--- src/rtl/mips_bus_pkg.sv ---
// Shared types and lane helpers for the MIPS Avalon bus master.
// Little-endian lane placement, extension and alignment checks.
package mips_bus_pkg;

  typedef enum logic [1:0] {
    SZ_BYTE = 2'b00,
    SZ_HALF = 2'b01,
    SZ_WORD = 2'b10,
    SZ_RSVD = 2'b11
  } size_t;

  typedef enum logic [1:0] {
    IDLE,
    CMD,
    RDATA,
    RESP
  } state_t;

  function automatic logic [3:0] lane_be(
    input size_t      size,
    input logic [1:0] off
  );
    logic [3:0] be;
    be = 4'b0000;
    unique case (size)
      SZ_BYTE: be = 4'b0001 << off;
      SZ_HALF: be = off[1] ? 4'b1100 : 4'b0011;
      SZ_WORD: be = 4'b1111;
      SZ_RSVD: be = 4'b0000;
    endcase
    return be;
  endfunction

  function automatic logic [31:0] lane_wdata(
    input size_t       size,
    input logic [1:0]  off,
    input logic [31:0] d
  );
    logic [31:0] w;
    w = '0;
    unique case (size)
      SZ_BYTE: w = {24'd0, d[7:0]} << {off, 3'b000};
      SZ_HALF: w = {16'd0, d[15:0]} << {off[1], 4'b0000};
      SZ_WORD: w = d;
      SZ_RSVD: w = '0;
    endcase
    return w;
  endfunction

  function automatic logic [31:0] lane_rdata(
    input size_t       size,
    input logic [1:0]  off,
    input logic        sgn,
    input logic [31:0] d
  );
    logic [31:0] s;
    logic [31:0] r;
    s = d >> {off, 3'b000};
    r = '0;
    unique case (size)
      SZ_BYTE: r = {{24{sgn & s[7]}}, s[7:0]};
      SZ_HALF: r = {{16{sgn & s[15]}}, s[15:0]};
      SZ_WORD: r = d;
      SZ_RSVD: r = '0;
    endcase
    return r;
  endfunction

  function automatic logic misaligned(
    input size_t      size,
    input logic [1:0] addr
  );
    return ((size == SZ_HALF) && addr[0]) ||
           ((size == SZ_WORD) && (addr != 2'b00));
  endfunction

endpackage

--- src/rtl/mips_bus_arbiter.sv ---
// Request arbiter: fixed lowest-index priority or round-robin.
// The RR pointer moves past the winner only when a grant is taken.
module mips_bus_arbiter
  import mips_bus_pkg::*;
#(
  parameter int NUM_CH = 2,
  parameter int ARB_RR = 0
) (
  input  logic              clk,
  input  logic              reset,
  input  logic [NUM_CH-1:0] req_valid,
  input  logic              advance,
  output logic [NUM_CH-1:0] grant
);

  localparam int PW = (NUM_CH > 1) ? $clog2(NUM_CH) : 1;

  logic [PW-1:0] ptr_q, ptr_d, nxt;
  logic          found;
  int            idx;

  // scan from the pointer (RR) or from channel 0 (fixed)
  always_comb begin
    grant = '0;
    found = 1'b0;
    nxt   = ptr_q;
    idx   = 0;
    for (int i = 0; i < NUM_CH; i++) begin
      if (ARB_RR != 0) idx = (int'(ptr_q) + i) % NUM_CH;
      else             idx = i;
      if (!found && req_valid[idx]) begin
        grant[idx] = 1'b1;
        found      = 1'b1;
        nxt        = PW'((idx + 1) % NUM_CH);
      end
    end
    ptr_d = ptr_q;
    if (advance && found && (ARB_RR != 0)) ptr_d = nxt;
  end

  // round-robin pointer register
  always_ff @(posedge clk or posedge reset) begin
    if (reset) ptr_q <= '0;
    else       ptr_q <= ptr_d;
  end

endmodule

--- src/rtl/mips_bus_master.sv ---
// Avalon-MM master shared by the core's fetch and load/store clients.
// One transaction at a time: IDLE -> CMD [-> RDATA] -> RESP.
module mips_bus_master
  import mips_bus_pkg::*;
#(
  parameter int NUM_CH  = 2,
  parameter int ARB_RR  = 0,
  parameter int USE_RDV = 0
) (
  input  logic                   clk,
  input  logic                   reset,
  input  logic [NUM_CH-1:0]      req_valid,
  output logic [NUM_CH-1:0]      req_ready,
  input  logic [NUM_CH-1:0][31:0] req_addr,
  input  logic [NUM_CH-1:0]      req_write,
  input  logic [NUM_CH-1:0][1:0] req_size,
  input  logic [NUM_CH-1:0]      req_signed,
  input  logic [NUM_CH-1:0][31:0] req_wdata,
  output logic [NUM_CH-1:0]      resp_valid,
  output logic [31:0]            resp_rdata,
  output logic                   resp_err,
  output logic [31:0]            address,
  output logic                   read,
  output logic                   write,
  input  logic                   waitrequest,
  output logic [31:0]            writedata,
  output logic [3:0]             byteenable,
  input  logic [31:0]            readdata,
  input  logic                   readdatavalid,
  output logic                   busy
);

  localparam int PW = (NUM_CH > 1) ? $clog2(NUM_CH) : 1;

  state_t        state_q, state_d;
  logic [PW-1:0] ch_q, ch_d, gidx;
  logic [31:0]   addr_q, addr_d;
  logic          wr_q, wr_d;
  size_t         size_q, size_d;
  logic          sgn_q, sgn_d;
  logic [3:0]    be_q, be_d;
  logic [31:0]   wd_q, wd_d;
  logic [31:0]   rd_q, rd_d;
  logic          err_q, err_d;

  logic [NUM_CH-1:0] grant;
  logic              accept;
  size_t             req_sz;
  logic [1:0]        req_off;
  logic              req_bad;

  assign accept = (state_q == IDLE) && |(grant & req_valid);

  mips_bus_arbiter #(
    .NUM_CH (NUM_CH),
    .ARB_RR (ARB_RR)
  ) u_arb (
    .clk       (clk),
    .reset     (reset),
    .req_valid (req_valid),
    .advance   (accept),
    .grant     (grant)
  );

  // one-hot grant to channel index
  always_comb begin
    gidx = '0;
    for (int i = 0; i < NUM_CH; i++) begin
      if (grant[i]) gidx = PW'(i);
    end
  end

  assign req_sz  = size_t'(req_size[gidx]);
  assign req_off = req_addr[gidx][1:0];
  assign req_bad = misaligned(req_sz, req_off) ||
                   (req_sz == SZ_RSVD);

  // next-state and latched transaction fields
  always_comb begin
    state_d = state_q;
    ch_d    = ch_q;
    addr_d  = addr_q;
    wr_d    = wr_q;
    size_d  = size_q;
    sgn_d   = sgn_q;
    be_d    = be_q;
    wd_d    = wd_q;
    rd_d    = rd_q;
    err_d   = err_q;
    unique case (state_q)
      IDLE: begin
        if (accept) begin
          ch_d   = gidx;
          addr_d = req_addr[gidx];
          wr_d   = req_write[gidx];
          size_d = req_sz;
          sgn_d  = req_signed[gidx];
          err_d  = req_bad;
          rd_d   = '0;
          be_d   = req_bad ? 4'b0000 :
                   lane_be(req_sz, req_off);
          wd_d   = (req_bad || !req_write[gidx]) ? '0 :
                   lane_wdata(req_sz, req_off,
                              req_wdata[gidx]);
          state_d = req_bad ? RESP : CMD;
        end
      end
      CMD: begin
        if (!waitrequest) begin
          if (wr_q) begin
            state_d = RESP;
          end else if (USE_RDV != 0) begin
            state_d = RDATA;
          end else begin
            rd_d    = lane_rdata(size_q, addr_q[1:0],
                                 sgn_q, readdata);
            state_d = RESP;
          end
        end
      end
      RDATA: begin
        if (readdatavalid) begin
          rd_d    = lane_rdata(size_q, addr_q[1:0],
                               sgn_q, readdata);
          state_d = RESP;
        end
      end
      RESP: state_d = IDLE;
    endcase
  end

  // state and transaction registers
  always_ff @(posedge clk or posedge reset) begin
    if (reset) begin
      state_q <= IDLE;
      ch_q    <= '0;
      addr_q  <= '0;
      wr_q    <= 1'b0;
      size_q  <= SZ_BYTE;
      sgn_q   <= 1'b0;
      be_q    <= '0;
      wd_q    <= '0;
      rd_q    <= '0;
      err_q   <= 1'b0;
    end else begin
      state_q <= state_d;
      ch_q    <= ch_d;
      addr_q  <= addr_d;
      wr_q    <= wr_d;
      size_q  <= size_d;
      sgn_q   <= sgn_d;
      be_q    <= be_d;
      wd_q    <= wd_d;
      rd_q    <= rd_d;
      err_q   <= err_d;
    end
  end

  // one-cycle response pulse to the owning channel
  always_comb begin
    resp_valid = '0;
    if (state_q == RESP) resp_valid[ch_q] = 1'b1;
  end

  assign req_ready  = (state_q == IDLE) ? (grant & req_valid) : '0;
  assign read       = (state_q == CMD) && !wr_q;
  assign write      = (state_q == CMD) && wr_q;
  assign address    = {addr_q[31:2], 2'b00};
  assign writedata  = wd_q;
  assign byteenable = be_q;
  assign resp_rdata = rd_q;
  assign resp_err   = err_q && (state_q == RESP);
  assign busy       = (state_q != IDLE);

endmodule
--- config.mk ---
export PLATFORM = sky130hd
export DESIGN_NAME = mips_bus_master
export DESIGN_NICKNAME = d
export VERILOG_FILES = /design/src/rtl/mips_bus_pkg.sv /design/src/rtl/mips_bus_arbiter.sv /design/src/rtl/mips_bus_master.sv
export SDC_FILE = /design/constraint.sdc
export NUM_CORES = 1
export LEC_CHECK = 0
export CORE_MARGIN = 2
export CORE_UTILIZATION = 43
export DETAILED_ROUTE_END_ITERATION = 12
export PLACE_DENSITY_LB_ADDON = 0.12
export RECOVER_POWER = 100
export SLEW_MARGIN = 20
export SYNTH_ARGS = -nofsm -noshare
export SYNTH_HDL_FRONTEND = slang
export SYNTH_SLANG_ARGS = --single-unit
--- constraint.sdc ---
create_clock -name clk -period 5.15 [get_ports clk]
set_input_delay 1.545 -clock clk [delete_from_list [all_inputs] [get_ports clk]]
set_output_delay 1.545 -clock clk [all_outputs]
set_load 0.01 [all_outputs]
# Yosys cells after proc, flatten, opt, wreduce, memory -nomap -nowiden
# Index checks and enable logic that the tools add are counted.
# totals
reg_bits,108
in_bits,174
wordCells,91
# classes
magnitude_cmp,3
n_eq_ne,13
n_shift,4
n_mux,34
n_bitwise,3
reduce_logical,24
# op_table
cell,n
two-way mux 32 bit,9
case mux 32 bit (4 select lines),2
case mux 32 bit (3 select lines),1
<< shifter 16 x 5 -> 32 bit,1
<< shifter 8 x 5 -> 32 bit,1
right shift 32 x 5 -> 16 bit,1
two-way mux 2 bit,9
case mux 4 bit (4 select lines),1
"== test 2 bit, second input constant",6
logical AND 1 bit,8
two-way mux 1 bit,8
two-way mux 4 bit,2
"inequality test 2 bit, second input constant",4
case mux 2 bit (4 select lines),1
"== test 2 x 1 -> 1 bit, second input constant",3
logical NOT 2 bit,3
AND reduction 5 bit,1
"less-than comparator 1 x 2 -> 1 bit, second input constant",2
nonzero test 2 bit,2
"<< shifter 1 x 2 -> 4 bit, first input constant",1
logical NOT 1 bit,3
logical OR 1 bit,3
AND reduction 3 bit,1
nonzero test 3 bit,1
6 further kinds,7

# Longest topological paths before layout
# Gate-level depths: netlist of run 1.
# depth
ltp_word,14
mapped_depth,9
ltp_nobuf,7

# Modules after synthesis
# Synthesis of run 1 repeated with hierarchy kept, for this count alone.
# unflattened
hier_cells,693
hier_area_um2,6424.9
# modules_own_cells
mod,n_inst,cells_per_inst,area_each_um2,seq_area_each_um2
mips_bus_master,1,691,6403.6,2702.6
mips_bus_arbiter,1,2,21.3,0.0

# Worst setup path before layout of run 1
# OpenSTA, ideal clock, no wires.
# synth_timing
kind,in2out
startpoint,in req_valid[0]
endpoint,out req_ready[1]
arrival_ns,2.464
setup_slack_ns,1.141
stages,5
path_buffers,3
path_cell_list,nand2b_4 buf_12 clkbuf_1 clkbuf_1 nor2_1
# synth_via
elab_chain_cells,6
# synth_rtl
item,line,rtl
start: declaration,mips_bus_master.sv:12,"input logic [NUM_CH-1:0] req_valid,"
two-way mux 1 bit,mips_bus_arbiter.sv:31,if (!found && req_valid[idx]) begin
logical NOT 1 bit,mips_bus_arbiter.sv:31,
logical AND 1 bit,mips_bus_arbiter.sv:31,
two-way mux 2 bit,mips_bus_arbiter.sv:31,
AND 2 bit,mips_bus_master.sv:165,assign req_ready = (state_q == IDLE) ? (grant & req_valid) : '0;
two-way mux 2 bit,mips_bus_master.sv:165,
end: declaration,mips_bus_master.sv:13,"output logic [NUM_CH-1:0] req_ready,"
# Every way passes these cells.

# Worst setup path in the final report of run 1
# Same ends and word-level chain as after synthesis.

==> results of run 1 <==
## worst register-to-register path, cell delays in order (launching register included)
cell and delay (ns):
sky130_fd_sc_hd__dfrtp_1 0.44, sky130_fd_sc_hd__inv_1 0.11, sky130_fd_sc_hd__ha_1 0.31, sky130_fd_sc_hd__a221o_1 0.27
sky130_fd_sc_hd__or3_1 0.66, sky130_fd_sc_hd__clkbuf_1 0.95, sky130_fd_sc_hd__a21oi_1 0.11, sky130_fd_sc_hd__a22o_1 0.25
## metal layers
layer | share of wire [%] | vias up | global-route usage [%]
met5 | 0 | - | 0
met4 | 2.2 | 0 | 7.12
met3 | 7.8 | 31 | 6.50
met2 | 50 | 269 | 43.8
met1 | 40 | 2840 | 31.2
li1 | - | 2892 | -
## path summary, 6_finish.rpt
path | end | start | slack, ns
worst max register to register | resp_rdata[28] | state_q[0] | 1.96
max in group asynchronous | addr_q[21] | reset | 1.17
worst max-delay path | req_ready[1] | req_valid[0] | 0.49
worst min register to register | writedata[16] | writedata[16] | 0.47
worst min-delay path | writedata[16] | writedata[16] | 0.47
min in group asynchronous | resp_rdata[6] | reset | 2.35
## placed cells by master (no fill, tap or decap), drive strengths merged, types with 3 or more instances in the layout
master         synthesis  routed
buf                   53       5
dlygate4sd3            0     108
dfrtp                108     108
nand3b                10      10
clkbuf                30      13
nand3                 11      11
clkdlybuf4s50          0     171
o22ai                 10      10
a31oi                 42      42
clkinvlp               0       3
a21oi                 19      19
inv                   23      24
ha                     5       5
and2                   7       7
o22a                   8       8
mux2                  11      11
nand2b                 5       5
nor2                  54      54
nor2b                  5       5
mux2i                 24      24
o2111ai                8       8
mux4                   7       7
nand2                136     136
a32o                  15      15
o21ai                 49      49
a22oi                 15      15
clkinv                 2       4
a22o                  17      17
nor3b                 11      11
## registers in the layout (all words and copies together) (netlist names)
signal	flops
resp_rdata	32
ch_q	1
wr_q	1
state_q	2
writedata	32
size_q	2
byteenable	4
err_q	1
addr_q	32
sgn_q	1
## final cells by class
cell class,count,area share [%]
Timing Repair Buffer,288,31.0
Clock inverter,7,0.816
Sequential cell,108,29.4
Inverter,25,1.03
Multi-Input combinational cell,486,32.9
Clock buffer,9,2.45
Tap cell,184,2.50
## power breakdown
group	switching, uW	leakage, uW	total (uW)	internal, uW
Combinational	1070	0.00247	2080	1000
Clock	328	0.000144	709	381
Sequential	253	0.00137	1430	1170
## cell families after synthesis
group | Yosys count | share of synthesized area, %
adder cells (fa/ha/maj) | 5 | 0.992
AO/OA/AOI/OAI | 191 | 20.6
AND/OR/NAND/NOR | 244 | 17.1
XOR/XNOR | 2 | 0.278
multiplexers | 42 | 8.71
other | 1 | 0.0595
buffers and inverters | 108 | 9.31
flip-flops | 108 | 42.9
## metrics by stage
| stage | hold WS [ns] | area [um2] |
|---|---|---|
| final | 0.474 | 9200 |
| after global routing | 0.507 | 9200 |
| after CTS | 0.486 | 9240 |
| after detailed placement | 0.470 | 8930 |
| after global placement | 0.460 | 8930 |
| after floorplan | 0.442 | 6310 |
==> run summary, run 1 <==
SYNTH
---------------------------------------------------------------------------------------
Most instantiated library cell after synthesis                             sky130_fd_sc_hd__nand2_1
Average cell area after synthesis                                              8.99 um2
Main area contributors after synthesis                                     sky130_fd_sc_hd__dfrtp_1 43%, sky130_fd_sc_hd__nand2_1 8.1%, sky130_fd_sc_hd__a31oi_1 4.2%, sky130_fd_sc_hd__buf_4 3.8%, sky130_fd_sc_hd__mux2i_1 3.3%
Post-synth top area share                                                         42.9%
Area of the mapped netlist                                                  0.00630 mm2
Async SR Flop Fraction                                                             100%
Synth unique cells                                                                   51
Library cell occupying the most area in the post-synthesis netlist         sky130_fd_sc_hd__dfrtp_1
Cells after synthesis                                                               701
Post-synth top flop                                                        sky130_fd_sc_hd__dfrtp_1
Total number of yosys warnings                                                        0
Count of flip-flops with a built-in enable after synthesis                            0
Flop and latch count out of synthesis                                               108
Sequential share of the synthesized area                                          42.9%
Leading cell types by count after synthesis                                136 x sky130_fd_sc_hd__nand2_1, 108 x sky130_fd_sc_hd__dfrtp_1, 54 x sky130_fd_sc_hd__nor2_1

GRT
---------------------------------------------------------------------------------------
Largest net degree at the start of global routing                                    66
Aggregate global-route resource usage                                             25.2%
Total gr overflow                                                                     0
Number of global-route vias before repair                                          6081
Wire length of the first global-routing pass                                    32.0 mm
Number of antenna violations at the first check in global routing                     0

SETUP PATH
---------------------------------------------------------------------------------------
Most Frequent Cell on Critical Path                                        sky130_fd_sc_hd__dlygate4sd3_1
Arrival time of the worst setup path                                            3.12 ns
CP cell instances                                                          dlygate4sd3_1 > nand2b_1 > nor2_1 > dlygate4sd3_1
Depth of the most critical reg-to-reg path                                            7
Number of logic stages on the critical path including buffering                       4
Startpoint Class                                                           primary input
Worst path buffer plus inverter count                                                 2
Type of element capturing the critical path                                 output port
Data required, critical path                                                    3.61 ns
Start-to-end type of the worst setup path                                        in2out
Maximum fanout encountered on the critical timing path                                9
Critical Path Max Stage Delay                                                   0.67 ns
Crit-path slowest cell                                                     sky130_fd_sc_hd__dlygate4sd3_1
Crit path max-delay family                                                 buffers and inverters

CLOCK TREE
---------------------------------------------------------------------------------------
Register clock-pin slew on the reported worst setup and hold paths              0.07 ns
Number of buffers added to fix hold violations after cts                              0
H-tree levels                                                                         3
CTS Buffer Depth                                                                      2
Number of sinks driven by the clock tree                                            108
TritonCTS clock tree                                                                yes
Total clock buffers created by CTS                                                    9
Number of resized instances in the post-cts repair step                               0
Clk Latency, worst-skew pair                                                    0.35 ns
Root cell of the clock tree                                                sky130_fd_sc_hd__clkbuf_16
Number of setup buffers added after CTS                                               0

TIMING
---------------------------------------------------------------------------------------
Final period util                                                                 90.6%
Largest clock skew in the final design                                        0.0137 ns
Rel. slew slack                                                                  -71.0%
Sum Neg Setup Slack                                                                0 ns
Slew Viols, Final                                                                    88
Transition at the pin with the smallest max-transition slack                    2.55 ns
Total of endpoints with negative setup slack in the final report                      0
Top achievable clock speed                                                      214 MHz
Post-layout minimum cycle time                                                  4.66 ns
Setup WS post-layout                                                           0.486 ns
RSZ-0062 raised after global routing                                                 no
Final number of hold-violating endpoints                                              0

PWR
---------------------------------------------------------------------------------------
VDD IR max                                                                     0.233 mV
Static Leak                                                                  0.00398 uW
Total power density per cell area                                            458 mW/mm2
Final total power                                                               4210 uW

CELLS AND AREA
---------------------------------------------------------------------------------------
# diodes                                                                              0
Number of filler instances in the final layout                                     1215
Area used by multi-input combinational logic                                0.00302 mm2
Fraction of final layout cells with drive strength greater than 1                 5.09%
Utilization after layout                                                          63.8%
Total number of nets in the final design                                           1097
Register area                                                               0.00270 mm2
Post-route insts no fill                                                           1107
Synth-to-layout area growth                                                       45.9%

FLOORPLANNING
---------------------------------------------------------------------------------------
Die span in x                                                                    125 um
Initial Utilization                                                               43.7%
Total die area                                                               0.0156 mm2
IO Count                                                                            282
Row cnt                                                                              44
Core region area                                                             0.0144 mm2
Chip height                                                                      125 um

PLACED DESIGN
---------------------------------------------------------------------------------------
Buffers on Ports                                                                    279
Global placer's final weighted congestion                                         0.845
Worst slack at placement                                                       0.473 ns
Total instance count after detailed placement                                      1091
DPL Wire Length                                                                 15.2 mm

JOB
---------------------------------------------------------------------------------------
Max-capacitance violation count                                                       2

HOLD PATH
---------------------------------------------------------------------------------------
Type of the tightest min-delay check                                            reg2reg
Worst hold path cell count                                                            2

OUTCOME
---------------------------------------------------------------------------------------
Result of the run                                                          complete, but fails checks
Violations in the final reports                                            max-capacitance violations, max-slew violations

DETAILED ROUTING
---------------------------------------------------------------------------------------
Post-route DRC violation count                                                        0
Vias                                                                               6032
Final ANT Viol Nets                                                                   0
Number of violations reported at the end of detailed-routing iteration 0            373
Detailed Route WL                                                               20.0 mm
WL/cell                                                                         18.1 um
Via/cell ratio                                                                     5.45
Count of TritonRoute iterations in the first routing pass                             6

Note: power is estimated with default switching activity, not from simulation.
==> run 2, diff against run 1 <==
- CORE_ASPECT_RATIO: default -> 1.25
- CORE_UTILIZATION: 43 -> 40
==> run 2 against run 1 <==
Compared with the run above: the flow still finishes with violations (max-capacitance violations, max-slew violations); clock power is 19% higher; via count is 2.2% higher; global-route usage is 0.77 points lower; register-to-register slack worse by 0.03 ns; count of clock-buffer cells in the layout is 1 higher; total power is 3.6% higher; flip-flop and latch count stayed put; die area is 7.3% higher; critical path type unchanged; combinational power hardly changed; routed wire length is 4.0% higher; utilization is 3.7 points lower; sequential power hardly changed.
==> run summary, run 2 (synthesis gave the netlist of run 1 again) <==
OUTCOME
---------------------------------------------------------------------------------------
Result of the run                                                          complete, but fails checks
Violations in the final reports                                            max-capacitance violations, max-slew violations

GRT
---------------------------------------------------------------------------------------
Number of antenna violations at the first check in global routing                     0
Number of global-route vias before repair                                          6135
Wire length of the first global-routing pass                                    31.8 mm
Largest net degree at the start of global routing                                    66
Total gr overflow                                                                     0
Aggregate global-route resource usage                                             24.5%

DETAILED ROUTING
---------------------------------------------------------------------------------------
Vias                                                                               6164
Detailed Route WL                                                               20.9 mm
Final ANT Viol Nets                                                                   0
Via/cell ratio                                                                     5.42
Count of TritonRoute iterations in the first routing pass                             5
WL/cell                                                                         18.3 um
Number of violations reported at the end of detailed-routing iteration 0            307
Post-route DRC violation count                                                        0

CELLS AND AREA
---------------------------------------------------------------------------------------
Total number of nets in the final design                                           1099
Fraction of final layout cells with drive strength greater than 1                 5.30%
Synth-to-layout area growth                                                       47.7%
Commonest cells after routing, fill and taps aside                         171 x sky130_fd_sc_hd__clkdlybuf4s50_1, 136 x sky130_fd_sc_hd__nand2_1, 108 x sky130_fd_sc_hd__dfrtp_1, 108 x sky130_fd_sc_hd__dlygate4sd3_1, 53 x sky130_fd_sc_hd__nor2_1
# diodes                                                                              0
Leading cell type in the layout, fill and taps excluded                    sky130_fd_sc_hd__clkdlybuf4s50_1

SETUP PATH
---------------------------------------------------------------------------------------
Worst path buffer plus inverter count                                                 2
Critical Path Max Stage Delay                                                   0.75 ns
Startpoint Class                                                           primary input
Maximum fanout encountered on the critical timing path                                7
Type of element capturing the critical path                                 output port
CP cell instances                                                          dlygate4sd3_1 > nand2b_2 > nor2_1 > dlygate4sd3_1
Crit-path slowest cell                                                     sky130_fd_sc_hd__dlygate4sd3_1
Data required, critical path                                                    3.61 ns
Crit path max-delay family                                                 buffers and inverters
Arrival time of the worst setup path                                            3.09 ns
Start-to-end type of the worst setup path                                        in2out
Most Frequent Cell on Critical Path                                        sky130_fd_sc_hd__dlygate4sd3_1

CLOCK TREE
---------------------------------------------------------------------------------------
Number of sinks driven by the clock tree                                            108
Clk Latency, worst-skew pair                                                    0.35 ns
Number of resized instances in the post-cts repair step                               0
Number of buffers added to fix hold violations after cts                              0
Total clock buffers created by CTS                                                    9
Number of setup buffers added after CTS                                               0
Register clock-pin slew on the reported worst setup and hold paths              0.07 ns
H-tree levels                                                                         3
TritonCTS clock tree                                                                yes
Root cell of the clock tree                                                sky130_fd_sc_hd__clkbuf_16
CTS Buffer Depth                                                                      2

TIMING
---------------------------------------------------------------------------------------
Largest clock skew in the final design                                       0.00844 ns
Top achievable clock speed                                                      216 MHz
Total of endpoints with negative setup slack in the final report                      0
Slew Viols, Final                                                                    59
Final number of hold-violating endpoints                                              0
Rel. slew slack                                                                  -70.8%
Final period util                                                                 90.0%
Sum Neg Setup Slack                                                                0 ns
Fin Hold WS                                                                    0.472 ns
Post-layout minimum cycle time                                                  4.64 ns
Transition at the pin with the smallest max-transition slack                    2.55 ns
RSZ-0062 raised after global routing                                                 no

PWR
---------------------------------------------------------------------------------------
VDD IR max                                                                     0.235 mV
Total power density per cell area                                            469 mW/mm2
Static Leak                                                                  0.00403 uW

FLOORPLANNING
---------------------------------------------------------------------------------------
Row cnt                                                                              51
Core region area                                                             0.0155 mm2
IO Count                                                                            282
Total die area                                                               0.0168 mm2
Chip height                                                                      144 um
Initial Utilization                                                               40.7%
Die span in x                                                                    116 um

PLACED DESIGN
---------------------------------------------------------------------------------------
DPL Wire Length                                                                 16.1 mm
Global placer's final weighted congestion                                         0.889
Buffers on Ports                                                                    279

HOLD PATH
---------------------------------------------------------------------------------------
Type of the tightest min-delay check                                            reg2reg

JOB
---------------------------------------------------------------------------------------
Max-capacitance violation count                                                       1

==> run 2: cell count changes in the layout (fill, tap and decap cells not counted), moves of 2 or more <==
cell,change
sky130_fd_sc_hd__buf_4,+2
sky130_fd_sc_hd__and2_1,+2
sky130_fd_sc_hd__and2_0,-2
sky130_fd_sc_hd__bufinv_16,+3
sky130_fd_sc_hd__o21ai_1,-2
sky130_fd_sc_hd__clkinv_2,-2
==> run 2: area by class of cell <==
cell class	count	area, um2
clock buffers	10	229
clock inverters	6	136
fillers	1361	6190
inverters	25	95.1
multi-input cells	486	3020
flip-flops and latches	108	2700
well taps	212	265
repair buffers	290	2860
==> run 2: final timing paths <==
kind                                        to          from  cells after the start  slack (ns)
worst max-delay path              req_ready[1]  req_valid[1]                      4        0.51
worst min-delay path                     err_q         err_q                      2        0.47
worst max register to register  resp_rdata[27]    state_q[1]                      7        1.93
worst min register to register           err_q         err_q                      2        0.47
max in group asynchronous       resp_rdata[25]         reset                      3        1.22
min in group asynchronous           addr_q[28]         reset                      2        2.37
==> run 2: worst min-delay path, cell delays in order (launching register included) <==
cell and delay (ns):
sky130_fd_sc_hd__dfrtp_1 0.34, sky130_fd_sc_hd__nand2_1 0.04, sky130_fd_sc_hd__o21ai_0 0.05
==> run 2: through the flow <==
stage / area, um2 / setup slack [ns] / total power, uW / utilization (%) / std cells
6_report: 9310 / 0.514 / 4370 / 60.1 / 1137
3_3_place_gp: 8980 / 0.642 / 3620 / 57.9 / 1121
5_1_grt: 9310 / 0.342 / 4680 / 60.1 / 1137
4_1_cts: 9350 / 0.637 / 4540 / 60.3 / 1137
2_1_floorplan: 6310 / 0.759 / 2830 / - / 702
3_5_place_dp: 8980 / 0.556 / 3690 / 57.9 / 1121
==> run 2: routing by layer <==
metal  vias up  GRT usage [%]  share of wire [%]
met5         -              0                  0
met4         0           8.96                2.9
met3        39           6.58                7.8
met2       282           43.5                 52
met1      2948           28.0                 38
li1       2895              -                  -
==> run 2: report_power, final <==
group / total (uW) / switching (uW) / leakage [uW] / internal, uW
combinational: 2090 / 1080 / 0.00249 / 1010
sequential: 1430 / 254 / 0.00137 / 1170
clock: 843 / 317 / 0.000173 / 526
total: 4370 / 1660 / 0.00403 / 2710
